`src/rtl/pc_pkg.sv`:
```
// Shared types and default vectors for the PC sequencer slice.
package pc_pkg;

  typedef enum logic [2:0] {
    SEL_SEQ  = 3'd0,
    SEL_BR   = 3'd1,
    SEL_JMP  = 3'd2,
    SEL_RAS  = 3'd3,
    SEL_EXC  = 3'd4,
    SEL_HOLD = 3'd5
  } pc_sel_e;

  localparam logic [31:0] PC_RESET_VEC_DEF = 32'h0000_0000;
  localparam logic [31:0] PC_EXC_VEC_DEF   = 32'h8000_0180;

endpackage

```
`src/rtl/pc_ras.sv`:
```
// Circular return-address stack; a push when full overwrites the oldest entry,
// and push+pop together rewrites the top without changing occupancy.
module pc_ras
  import pc_pkg::*;
#(
  parameter int XLEN  = 32,
  parameter int DEPTH = 4
) (
  input  logic            Clk,
  input  logic            Reset,
  input  logic            push_i,
  input  logic            pop_i,
  input  logic [XLEN-1:0] data_i,
  output logic [XLEN-1:0] top_o,
  output logic            empty_o,
  output logic            full_o
);

  localparam int PW = $clog2(DEPTH);
  localparam logic [PW-1:0] SP_ONE   = PW'(1);
  localparam logic [PW:0]   CNT_ONE  = (PW+1)'(1);
  localparam logic [PW:0]   CNT_ZERO = (PW+1)'(0);
  localparam logic [PW:0]   CNT_FULL = (PW+1)'(DEPTH);

  logic [XLEN-1:0] mem_q [DEPTH];
  logic [PW-1:0]   sp_q, sp_d;
  logic [PW:0]     cnt_q, cnt_d;
  logic [PW-1:0]   top_idx_s;
  logic [PW-1:0]   wr_idx_s;
  logic            wr_en_s;

  assign top_idx_s = sp_q - SP_ONE;
  assign top_o     = mem_q[top_idx_s];
  assign empty_o   = (cnt_q == CNT_ZERO);
  assign full_o    = (cnt_q == CNT_FULL);

  // Next stack pointer, occupancy and write port.
  always_comb begin
    sp_d     = sp_q;
    cnt_d    = cnt_q;
    wr_en_s  = 1'b0;
    wr_idx_s = sp_q;
    if (push_i && pop_i) begin
      wr_en_s  = 1'b1;
      wr_idx_s = top_idx_s;
    end else if (push_i) begin
      wr_en_s = 1'b1;
      sp_d    = sp_q + SP_ONE;
      if (cnt_q != CNT_FULL) begin
        cnt_d = cnt_q + CNT_ONE;
      end else begin
        cnt_d = cnt_q;
      end
    end else if (pop_i) begin
      if (cnt_q != CNT_ZERO) begin
        sp_d  = sp_q - SP_ONE;
        cnt_d = cnt_q - CNT_ONE;
      end else begin
        sp_d  = sp_q;
        cnt_d = cnt_q;
      end
    end else begin
      sp_d  = sp_q;
      cnt_d = cnt_q;
    end
  end

  // Stack state; reset discards every stored return address.
  always_ff @(posedge Clk) begin
    if (Reset) begin
      sp_q  <= '0;
      cnt_q <= '0;
      for (int i = 0; i < DEPTH; i++) begin
        mem_q[i] <= '0;
      end
    end else begin
      sp_q  <= sp_d;
      cnt_q <= cnt_d;
      if (wr_en_s) begin
        mem_q[wr_idx_s] <= data_i;
      end
    end
  end

endmodule

```
`src/rtl/pc_sequencer.sv`:
```
// Program-counter sequencer with exception redirect and optional return-address
// stack, built only when PC_SEQUENCER_RAS_EN is defined.
module pc_sequencer
  import pc_pkg::*;
#(
  parameter int              XLEN      = 32,
  parameter logic [XLEN-1:0] RESET_VEC = PC_RESET_VEC_DEF,
  parameter logic [XLEN-1:0] EXC_VEC   = PC_EXC_VEC_DEF,
  parameter int              RAS_DEPTH = 4
) (
  input  logic            Clk,
  input  logic            Reset,
  input  logic            PCWrite,
  input  logic            BranchTaken,
  input  logic [XLEN-1:0] BranchTarget,
  input  logic            Jump,
  input  logic [XLEN-1:0] JumpTarget,
  input  logic            JumpLink,
  input  logic            Return,
  input  logic            Exception,
  output logic [XLEN-1:0] PCResult,
  output logic [XLEN-1:0] PCPlus4,
  output logic [XLEN-1:0] EPC,
  output logic            RasEmpty,
  output logic            RasFull
);

  localparam logic [XLEN-1:0] FOUR       = XLEN'(4);
  localparam logic [XLEN-1:0] EIGHT      = XLEN'(8);
  localparam logic [XLEN-1:0] ALIGN_MASK = ~XLEN'(3);

  logic [XLEN-1:0] pc_q, pc_d;
  logic [XLEN-1:0] epc_q, epc_d;
  logic [XLEN-1:0] ras_top_s;
  logic            ras_hit_s;
  pc_sel_e         sel_s;

  assign PCResult = pc_q;
  assign PCPlus4  = pc_q + FOUR;
  assign EPC      = epc_q;

`ifdef PC_SEQUENCER_RAS_EN
  logic ras_op_s, ras_push_s, ras_pop_s, ras_empty_s, ras_full_s;

  assign ras_op_s   = Jump && PCWrite && !Exception && !BranchTaken;
  assign ras_push_s = ras_op_s && JumpLink;
  assign ras_pop_s  = ras_op_s && Return;
  assign ras_hit_s  = Return && !ras_empty_s;
  assign RasEmpty   = ras_empty_s;
  assign RasFull    = ras_full_s;

  pc_ras #(
    .XLEN  (XLEN),
    .DEPTH (RAS_DEPTH)
  ) u_ras (
    .Clk     (Clk),
    .Reset   (Reset),
    .push_i  (ras_push_s),
    .pop_i   (ras_pop_s),
    .data_i  (pc_q + EIGHT),
    .top_o   (ras_top_s),
    .empty_o (ras_empty_s),
    .full_o  (ras_full_s)
  );
`else
  logic unused_ras_ctl_s;

  assign unused_ras_ctl_s = &{1'b0, JumpLink, Return};
  assign ras_hit_s        = 1'b0;
  assign ras_top_s        = '0;
  assign RasEmpty         = 1'b1;
  assign RasFull          = 1'b0;
`endif

  // Fixed-priority next-PC source.
  always_comb begin
    sel_s = SEL_SEQ;
    if (Exception) begin
      sel_s = SEL_EXC;
    end else if (!PCWrite) begin
      sel_s = SEL_HOLD;
    end else if (BranchTaken) begin
      sel_s = SEL_BR;
    end else if (Jump) begin
      if (ras_hit_s) begin
        sel_s = SEL_RAS;
      end else begin
        sel_s = SEL_JMP;
      end
    end else begin
      sel_s = SEL_SEQ;
    end
  end

  // Next PC and EPC values; every loaded target is word-aligned.
  always_comb begin
    pc_d  = pc_q;
    epc_d = epc_q;
    case (sel_s)
      SEL_EXC: begin
        pc_d  = EXC_VEC;
        epc_d = pc_q;
      end
      SEL_HOLD: pc_d = pc_q;
      SEL_BR:   pc_d = BranchTarget & ALIGN_MASK;
      SEL_JMP:  pc_d = JumpTarget & ALIGN_MASK;
      SEL_RAS:  pc_d = ras_top_s & ALIGN_MASK;
      SEL_SEQ:  pc_d = pc_q + FOUR;
      default:  pc_d = pc_q;
    endcase
  end

  // PC and EPC registers; reset overrides every input.
  always_ff @(posedge Clk) begin
    if (Reset) begin
      pc_q  <= RESET_VEC;
      epc_q <= '0;
    end else begin
      pc_q  <= pc_d;
      epc_q <= epc_d;
    end
  end

endmodule

```
`config.mk`:
```
export PLATFORM = sky130hd
export DESIGN_NAME = pc_sequencer
export DESIGN_NICKNAME = d
export VERILOG_FILES = /design/src/rtl/pc_pkg.sv /design/src/rtl/pc_ras.sv /design/src/rtl/pc_sequencer.sv
export SDC_FILE = /design/constraint.sdc
export NUM_CORES = 1
export LEC_CHECK = 0
export ABC_AREA = 1
export CORE_MARGIN = 2
export CORE_UTILIZATION = 42
export DETAILED_ROUTE_END_ITERATION = 6
export GPL_ROUTABILITY_DRIVEN = 0
export PLACE_DENSITY = 0.8
export SLEW_MARGIN = 30
export SYNTH_ARGS = -nofsm -noshare
export SYNTH_HDL_FRONTEND = slang
export SYNTH_HIERARCHICAL = 1
export SYNTH_SLANG_ARGS = --single-unit
```
`constraint.sdc`:
```
create_clock -name Clk -period 2.1 [get_ports Clk]
set_clock_uncertainty 0.1 [all_clocks]
set_input_delay 0.315 -clock Clk [delete_from_list [all_inputs] [get_ports Clk]]
set_output_delay 0.315 -clock Clk [all_outputs]
set_load 0.05 [all_outputs]
```
==> run summary, run 1 <==
layout cell share with drive strength beyond 1 = 0.273
DRT iter0 DRCs = 397
non-filler cells, final = 862
leakage power = 2.86 nW
Setup TNS = -1130 ps
Fill cells = 547
fmax = 0.443 GHz
num rows = 34
Fin. Hold Viols = 0
CTS tree = done
top-count cell post-synth = nand2_1
total gr overflow = 0
crit-path max cell delay = 410 ps
fraction of registers with async set/reset = 0
min cycle time layout = 2260 ps
startpoint types = flip-flop
CP cell instances = nand2_1 -> nor2_1 -> nand2_1 -> nor2_1 -> nand3b_1 -> nand2_2 -> buf_12
Routed Antenna Nets = 0
final core utilization = 0.766
Ant. Diodes = 0
Finished Cell Area = 6580 µm²
Hold Path Class = reg -> reg
r2r setup slk = 300 ps
Req. time, crit path = 1680 ps
Seq pwr share = 0.392
Setup crit end kind = primary output
max-cap viol count = 0
CP Launch Point = PCResult[19]
area of the multi-input gates = 2420 µm²
Peak supply drop = 0.000263 V
cell count after synthesis = 551
DPL Wire Length = 9.55 mm
Critical Path Fanout Max = 6
area leader, netlist = dfxtp_1
Critical Path Slowest Stage Cell = dfxtp_2
Netlist Area Pre-Place = 3660 µm²
Sinks on Clock Net = 60
area grow syn2layout = 79.7%
CP arrival = 1840 ps
sequential element share of the synthesized area = 0.328
Final nets = 824
via-per-instance ratio = 5.39
synth top area cells = dfxtp_1 (33%), nand2_1 (17%), nor2_1 (7.6%)
largest net degree at the start of global routing = 44
Final period util = 1.08
Critical Path End = PCPlus4[31]
placed cell count = 812
RSZ-0062 raised after global routing = true
I/O Pins = 170
status = finished with violations
worst-margin pin slew = 562 ps
FF+latch count, synth = 60
Worst-path clk slew = 70 ps
ys flop type = dfxtp_1
Clk pwr share = 0.305
Hold Buf Count CTS = 0
count of pins over their slew limit = 0
unique cell type count in the Yosys netlist = 38
PwrDens = 480 nW/µm²
CTS Buf Count = 9
Power Internal = 2.06 mW
failing checks = setup timing
H-tree depth = 3
drt wl/cell = 17.3 µm
top cells by instance count after synthesis = nand2_1 (170), nor2_1 (74), dfxtp_1 (60), inv_1 (58), o21ai_0 (33)
Sw Share = 0.347
first-pass GRT wire length = 21.3 mm
core area = 8590 µm²
Vias = 4643
initial core utilization = 0.426
net switching power = 1.10 mW
Syn Area/Cell = 6.64 µm²
FF-to-FF Start = PCResult[2]
Die Y = 97.4 µm
number of global-route vias before repair = 4481
Ys Warns = 6
R2R depth = 12
final WL = 14.9 mm
die area = 9480 µm²
FF+latch area = 1280 µm²
Total Routing Usage GR = 0.276
Die X = 97.4 µm
Comb power frac = 0.303
Port Buffers = 155
worst setup margin = -160 ps
Worst R2R End = PCResult[11]
Skew-Pair Late Insertion Delay = 350 ps
WS Path Type = reg -> out
number of synthesized flops with an enable pin = 0
Worst slew margin = 0.624
Setup Viol. Count Final = 19
Post-route DRC = 0
CTS root buffer = clkbuf_8
share of the synthesized area in the top cell type = 0.328
Initial DRT Pass Iterations = 5
initial antenna violation count = 0
post-placement cell area = 5860 µm²
Bufs on Longest Clock Path = 2
power consumption = 3.16 mW
==> sequential cells by signal, indices dropped and copies added, names as in the netlist <==
signal / count
EPC: 30
PCResult: 30
==> layer usage <==
metal	GRT usage	share of wire
met1	0.321	0.37
met2	0.490	0.49
met3	0.0576	0.096
met4	0.115	0.045
met5	0	0
==> metrics by stage <==
stage / setup slack, ps / hold slack [ps]
6_report: -160 / 427
5_1_grt: -185 / 458
4_1_cts: -52.5 / 423
3_5_place_dp: 72.9 / 403
3_3_place_gp: 104 / 395
2_1_floorplan: -57.5 / 277
==> kinds of logic after synthesis <==
group / synth area share
AOI/OAI and AO/OA: 0.132
xor gates and xnor gates: 0.0461
adders and majority gates: 0.00683
buffers and inverters: 0.116
DFF: 0.328
other: 0.00205
and+or+nand+nor: 0.369
==> worst min-delay path by stage <==
stage                       from           to  slack [ps]  cells after the start
CTS                       EPC[8]       EPC[8]         420                      2
finish                    EPC[4]       EPC[4]         430                      2
global route        PCResult[23]      EPC[23]         460                      2
floorplan                  Reset  PCResult[4]         280                      1
detailed placement        EPC[8]       EPC[8]         400                      2
global placement          EPC[8]       EPC[8]         390                      2
==> cell usage in the layout, fill, tap and decap left out, drive strengths merged <==
cell type	instances
nand3	25
nor3	1
clkbuf	13
dlygate4sd2	1
dlymetal6s2s	1
xnor2	2
o21ai	35
nand3b	11
nand4	1
a22oi	1
a221oi	1
inv	61
ha	2
and2	5
nand2	175
dfxtp	60
nor2	84
buf	89
clkinv	4
clkdlybuf4s50	120
a22o	18
a41oi	2
conb	8
a31oi	3
o2111ai	2
xor2	13
a21oi	16
==> power by group through the flow <==
stage	logic, mW	clock network [mW]	registers, mW
after floorplan	0.309	0	1.46
after global placement	0.882	0	1.28
after detailed placement	0.896	0	1.28
after CTS	0.926	0.933	1.24
after global routing	0.997	1.00	1.24
final	0.957	0.964	1.24
==> worst max-delay path: cells and delay by family (launching register included) <==
kind / cells / cell delay [ps]
AND/OR/NAND/NOR: 6 / 940
buffers and inverters: 1 / 140
flip-flops: 1 / 410
==> layout make-up <==
cell class / instances / area share
inverter: 63 / 0.0378
clock buffer: 13 / 0.0241
sequential: 60 / 0.194
tap: 108 / 0.0205
multi-input combinational: 405 / 0.368
clock inverter: 2 / 0.00152
timing repair buffer: 211 / 0.354
==> what timing repair did <==
action | CTS | global route
buffers inserted | 19 | 16
resized for setup | 41 | 38
pin swaps | 16 | 21
endpoints found under the setup margin | 24 | 27
(Power assumes the default switching activity.)
==> run 2, diff against run 1 <==
--- a/config.mk
+++ b/config.mk
@@ -7,10 +7,12 @@
 export LEC_CHECK = 0
 export ABC_AREA = 1
 export CORE_MARGIN = 2
-export CORE_UTILIZATION = 42
+export CORE_UTILIZATION = 25
+export CTS_BUF_LIST = sky130_fd_sc_hd__clkbuf_16
 export DETAILED_ROUTE_END_ITERATION = 6
 export GPL_ROUTABILITY_DRIVEN = 0
-export PLACE_DENSITY = 0.8
+export GPL_TIMING_DRIVEN = 0
+export PLACE_DENSITY = 0.52
 export SLEW_MARGIN = 30
 export SYNTH_ARGS = -nofsm -noshare
 export SYNTH_HDL_FRONTEND = slang
==> run 2 against run 1 <==
The run still ends with setup timing left; hold slack worse by 110 ps; final area is 1.4% lower; sequential share of layout area up 0.64 points; sequential power hardly changed; routed wire length grew 1.4%; critical path type unchanged; critical endpoint is now PCPlus4[28].
==> run summary, run 2 (synthesis gave the netlist of run 1 again) <==
leakage power = 2.93 nW
num rows = 44
DR WL met2 = 7.13 mm
Skew-Pair Late Insertion Delay = 330 ps
count of pins over their slew limit = 0
Sinks on Clock Net = 60
drt wl/cell = 16.0 µm
fmax = 0.471 GHz
Highest Signal Layer = met4
layout cell share with drive strength beyond 1 = 0.263
Req. time, crit path = 1680 ps
Setup Viol. Count Final = 3
Peak supply drop = 0.000367 V
DRT met1 WL = 6.89 mm
Bufs on Longest Clock Path = 2
CTS Buf Count = 9
largest net degree at the start of global routing = 11
Vias = 4311
core area = 14400 µm²
Fin. Hold Viols = 0
Routed Antenna Nets = 0
Buf/Inv on CP = 2
die area = 15600 µm²
Final nets = 830
RSZ-0062 raised after global routing = true
I/O Pins = 170
Die Y = 125 µm
WS Path Type = reg -> out
most frequent CP cell = nand2_1
Hold Buf Count CTS = 0
dpl ws = -557 ps
worst-margin pin slew = 682 ps
Critical Path Fanout Max = 4
initial core utilization = 0.254
area grow syn2layout = 77.2%
Worst-path clk slew = 60 ps
final WL = 15.1 mm
Worst slew margin = 0.545
DR WL met3 = 903 µm
Post-route DRC = 0
Ant. Diodes = 0
min cycle time layout = 2120 ps
failing checks = setup timing
CP cell instances = ha_1 -> nand3_2 -> nor2_4 -> nand2_4 -> inv_1 -> nand2_1 -> nand2_1 -> nand2_2 -> buf_6
DRT iter0 DRCs = 241
Fill cells = 1499
Die X = 125 µm
CP arrival = 1710 ps
Initial DRT Pass Iterations = 7
commonest non-fill, non-tap cell in the layout = nand2_1
via-per-instance ratio = 4.56
number of global-route vias before repair = 4227
Final period util = 1.01
Setup TNS = -51.0 ps
Critical Path Slowest Stage Cell = dfxtp_4
DPL Wire Length = 11.4 mm
Setup crit end kind = primary output
max-cap viol count = 0
PwrDens = 529 nW/µm²
initial antenna violation count = 0
Hold Path Class = in -> reg
CTS tree = done
post-placement cell area = 5640 µm²
first-pass GRT wire length = 23.5 mm
H-tree depth = 3
worst setup margin = -24.0 ps
total gr overflow = 0
Worst path top cell family by delay = simple AND/OR/NAND/NOR gates
Total Routing Usage GR = 0.192
Port Buffers = 154
status = finished with violations
crit-path max cell delay = 380 ps
commonest non-fill, non-tap cells in the layout = nand2_1 (143), clkdlybuf4s50_1 (120), inv_1 (59), nor2_1 (58), buf_4 (43)
Finished Cell Area = 6490 µm²
startpoint types = flip-flop
CTS root buffer = clkbuf_16
-- run 2: cell types whose count changed in the layout (fill, tap and decap cells not counted), sizes merged --
| cell | before | now |
|---|---|---|
| buf | 89 | 77 |
| clkbuf | 13 | 20 |
| dlymetal6s2s | 1 | 5 |
| clkinv | 4 | 7 |
| clkdlybuf4s15 | 0 | 2 |
| inv | 61 | 63 |
| dlygate4sd2 | 1 | 2 |
-- run 2: timing repair --
action | CTS | global route
setup endpoints to repair | 33 | 27
pin swaps | 20 | 16
buffers inserted | 23 | 11
resized for setup | 235 | 46
endpoints found under the hold margin | 0 | 0
-- run 2: area by class of cell --
| type | count | area [µm²] | share of cell area |
|---|---|---|---|
| Inverter | 63 | 241 | 0.0372 |
| Sequential cell | 60 | 1300 | 0.200 |
| Tap cell | 184 | 230 | 0.0355 |
| Buffer | 29 | 184 | 0.0283 |
| Multi-Input combinational cell | 405 | 2390 | 0.368 |
| Clock buffer | 9 | 225 | 0.0347 |
| Clock inverter | 7 | 26.3 | 0.00405 |
| Timing Repair Buffer | 188 | 1890 | 0.292 |
-- run 2: worst register-to-register path, stage by stage, from the launching register on --
cell and delay (ps):
dfxtp_4 380, ha_4 140, inv_2 40, nor2_4 110, nand2_4 80, nor2_4 160
nand2_1 70, nand2_1 80, nand2_2 80, buf_4 130, nand2_1 40, nand3_1 60
nand2_1 60, inv_1 30
-- run 2: layer usage --
| layer | GRT usage | vias to the layer above |
|---|---|---|
| li1 | - | 2125 |
| met1 | 0.259 | 2048 |
| met2 | 0.314 | 127 |
| met3 | 0.0342 | 11 |
| met4 | 0.0588 | 0 |
| met5 | 0 | - |
-- run 2: worst paths after layout --
path | from | to | slack [ps] | depth (start not counted)
setup / recovery | PCResult[2] | PCPlus4[28] | -20 | 9
hold / removal | Exception | EPC[9] | 320 | 3
setup reg to reg | PCResult[3] | PCResult[26] | 430 | 13
hold reg to reg | EPC[12] | EPC[12] | 420 | 2
-- run 2: through the flow --
stage / utilization / std cells / hold slack (ps) / power, mW
after floorplan: - / 557 / 277 / 1.77
after global placement: 0.391 / 895 / 396 / 2.12
after detailed placement: 0.391 / 895 / 402 / 2.13
after CTS: 0.435 / 934 / 301 / 3.44
after global routing: 0.450 / 945 / 337 / 3.56
final: 0.450 / 945 / 316 / 3.43
-- run 2: where the power goes --
group,total (mW),internal (mW),switching [mW]
clock,1.29,0.768,0.526
sequential,1.24,1.18,0.0590
combinational,0.904,0.358,0.546
total,3.43,2.30,1.13
==> run 3, diff against run 2 <==
--- a/config.mk
+++ b/config.mk
@@ -6,12 +6,14 @@
 export NUM_CORES = 1
 export LEC_CHECK = 0
 export ABC_AREA = 1
+export CAP_MARGIN = 0
 export CORE_MARGIN = 2
 export CORE_UTILIZATION = 25
 export CTS_BUF_LIST = sky130_fd_sc_hd__clkbuf_16
 export DETAILED_ROUTE_END_ITERATION = 6
 export GPL_ROUTABILITY_DRIVEN = 0
 export GPL_TIMING_DRIVEN = 0
+export MAX_ROUTING_LAYER = met4
 export PLACE_DENSITY = 0.52
 export SLEW_MARGIN = 30
 export SYNTH_ARGS = -nofsm -noshare
==> run 3 against run 2 <==
The flow still finishes with violations (setup timing); first-iteration DRC count up 7.9%; sequential cell count unchanged; final area rose by 0.48%; die area unchanged; combinational power about the same.
==> run summary, run 3 (synthesis gave the netlist of run 1 again) <==
Worst-path clk slew = 60 ps
commonest non-fill, non-tap cell in the layout = nand2_1
failing checks = setup timing
Bufs on Longest Clock Path = 2
most frequent CP cell = nor2_4
I/O Pins = 170
non-filler cells, final = 947
PwrDens = 527 nW/µm²
Fin. Hold Viols = 0
DPL Wire Length = 11.4 mm
status = finished with violations
FF+latch area = 1300 µm²
placed cell count = 895
die area = 15600 µm²
Critical Path Fanout Max = 5
num rows = 44
first-pass GRT wire length = 23.5 mm
GR Layer Usage met1 = 0.261
H-tree depth = 3
total gr overflow = 0
Buf/Inv on CP = 3
Critical Path Slowest Stage Cell = dfxtp_4
power consumption = 3.43 mW
Vias = 4307
number of global-route vias before repair = 4234
Fill cells = 1492
Setup Viol. Count Final = 3
fmax = 0.467 GHz
CTS tree = done
max-cap viol count = 0
initial antenna violation count = 0
Ant. Diodes = 0
crit-path max cell delay = 380 ps
DRT iter0 DRCs = 260
met3 Usage GRT = 0.0308
Hold Buf Count CTS = 0
Final nets = 832
post-placement cell area = 5640 µm²
met2 Use GR = 0.314
Setup TNS = -80.6 ps
tightest hold margin = 313 ps
Worst slew margin = 0.547
Hold Path Class = in -> reg
Die X = 125 µm
core area = 14400 µm²
largest net degree at the start of global routing = 11
Stages on worst setup path = 8
WS Path Type = reg -> out
Setup crit end kind = primary output
CP arrival = 1730 ps
Skew-Pair Late Insertion Delay = 330 ps
worst-margin pin slew = 680 ps
area of the multi-input gates = 2400 µm²
Critical Path End = PCPlus4[18]
initial core utilization = 0.254
Final period util = 1.02
commonest non-fill, non-tap cells in the layout = nand2_1 (142), clkdlybuf4s50_1 (120), inv_1 (58), nor2_1 (56), buf_4 (45)
final core utilization = 0.452
Peak supply drop = 0.000367 V
FF-to-FF Start = PCResult[3]
area grow syn2layout = 78.1%
r2r setup slk = 410 ps
Sinks on Clock Net = 60
R2R depth = 13
Worst path top cell family by delay = flip-flops
leakage power = 2.94 nW
worst setup margin = -42.3 ps
startpoint types = flip-flop
CTS Buf Count = 9
drt wl/cell = 16.0 µm
CP cell instances = ha_4 -> inv_2 -> nor2_4 -> nand2_4 -> nor2_4 -> buf_12 -> xor2_4 -> buf_6
Worst R2R End = PCResult[26]
CTS root buffer = clkbuf_16
via-per-instance ratio = 4.55
GR peak layer = met2
Finished Cell Area = 6520 µm²
RSZ-0062 raised after global routing = true
Initial DRT Pass Iterations = 6
Routed Antenna Nets = 0
count of pins over their slew limit = 0
final WL = 15.2 mm
CP Launch Point = PCResult[3]
dpl ws = -557 ps
Req. time, crit path = 1680 ps
Die Y = 125 µm
min cycle time layout = 2140 ps
Post-route DRC = 0
Total Routing Usage GR = 0.198
layout cell share with drive strength beyond 1 = 0.270
Port Buffers = 154
run 3: changes by cell type in the layout (fill, tap and decap cells not counted), sizes merged:
cell	change
buf	+1
clkbuf	+1
run 3: area by class of cell:
class / count / area share
Timing Repair Buffer: 190 / 0.294
Buffer: 29 / 0.0282
Tap cell: 184 / 0.0353
Clock inverter: 7 / 0.00403
Inverter: 63 / 0.0370
Clock buffer: 9 / 0.0345
Sequential cell: 60 / 0.199
Multi-Input combinational cell: 405 / 0.367
run 3: tightest hold or removal path, cell delays in order:
cell and delay, ps:
buf_2 150, o21ai_0 180, a21oi_1 50
run 3: layer usage:
layer | up-vias | share of wire
met5 | - | 0
met4 | 0 | 0.014
met3 | 15 | 0.061
met2 | 141 | 0.47
met1 | 2022 | 0.45
li1 | 2129 | -
run 3: worst min path at each step:
stage                         start          end  slack [ps]  cells after the start
after floorplan               Reset  PCResult[4]         280                      1
after global placement      EPC[31]      EPC[31]         400                      2
after detailed placement    EPC[21]      EPC[21]         400                      2
after CTS                 Exception       EPC[9]         300                      3
after global routing      Exception       EPC[9]         340                      3
final                     Exception       EPC[9]         310                      3
run 3: power breakdown:
part           leakage [nW]  internal, mW  switching, mW
clock                 0.129         0.768          0.525
sequential            0.512          1.18         0.0588
combinational          2.30         0.359          0.547
total                  2.94          2.30           1.13
run 3: timing repair:
item	4_1_cts	5_1_grt
setup endpoints to repair	33	27
setup buffers	23	13
cloned	0	0
pin swaps	20	19
resized for setup	235	54
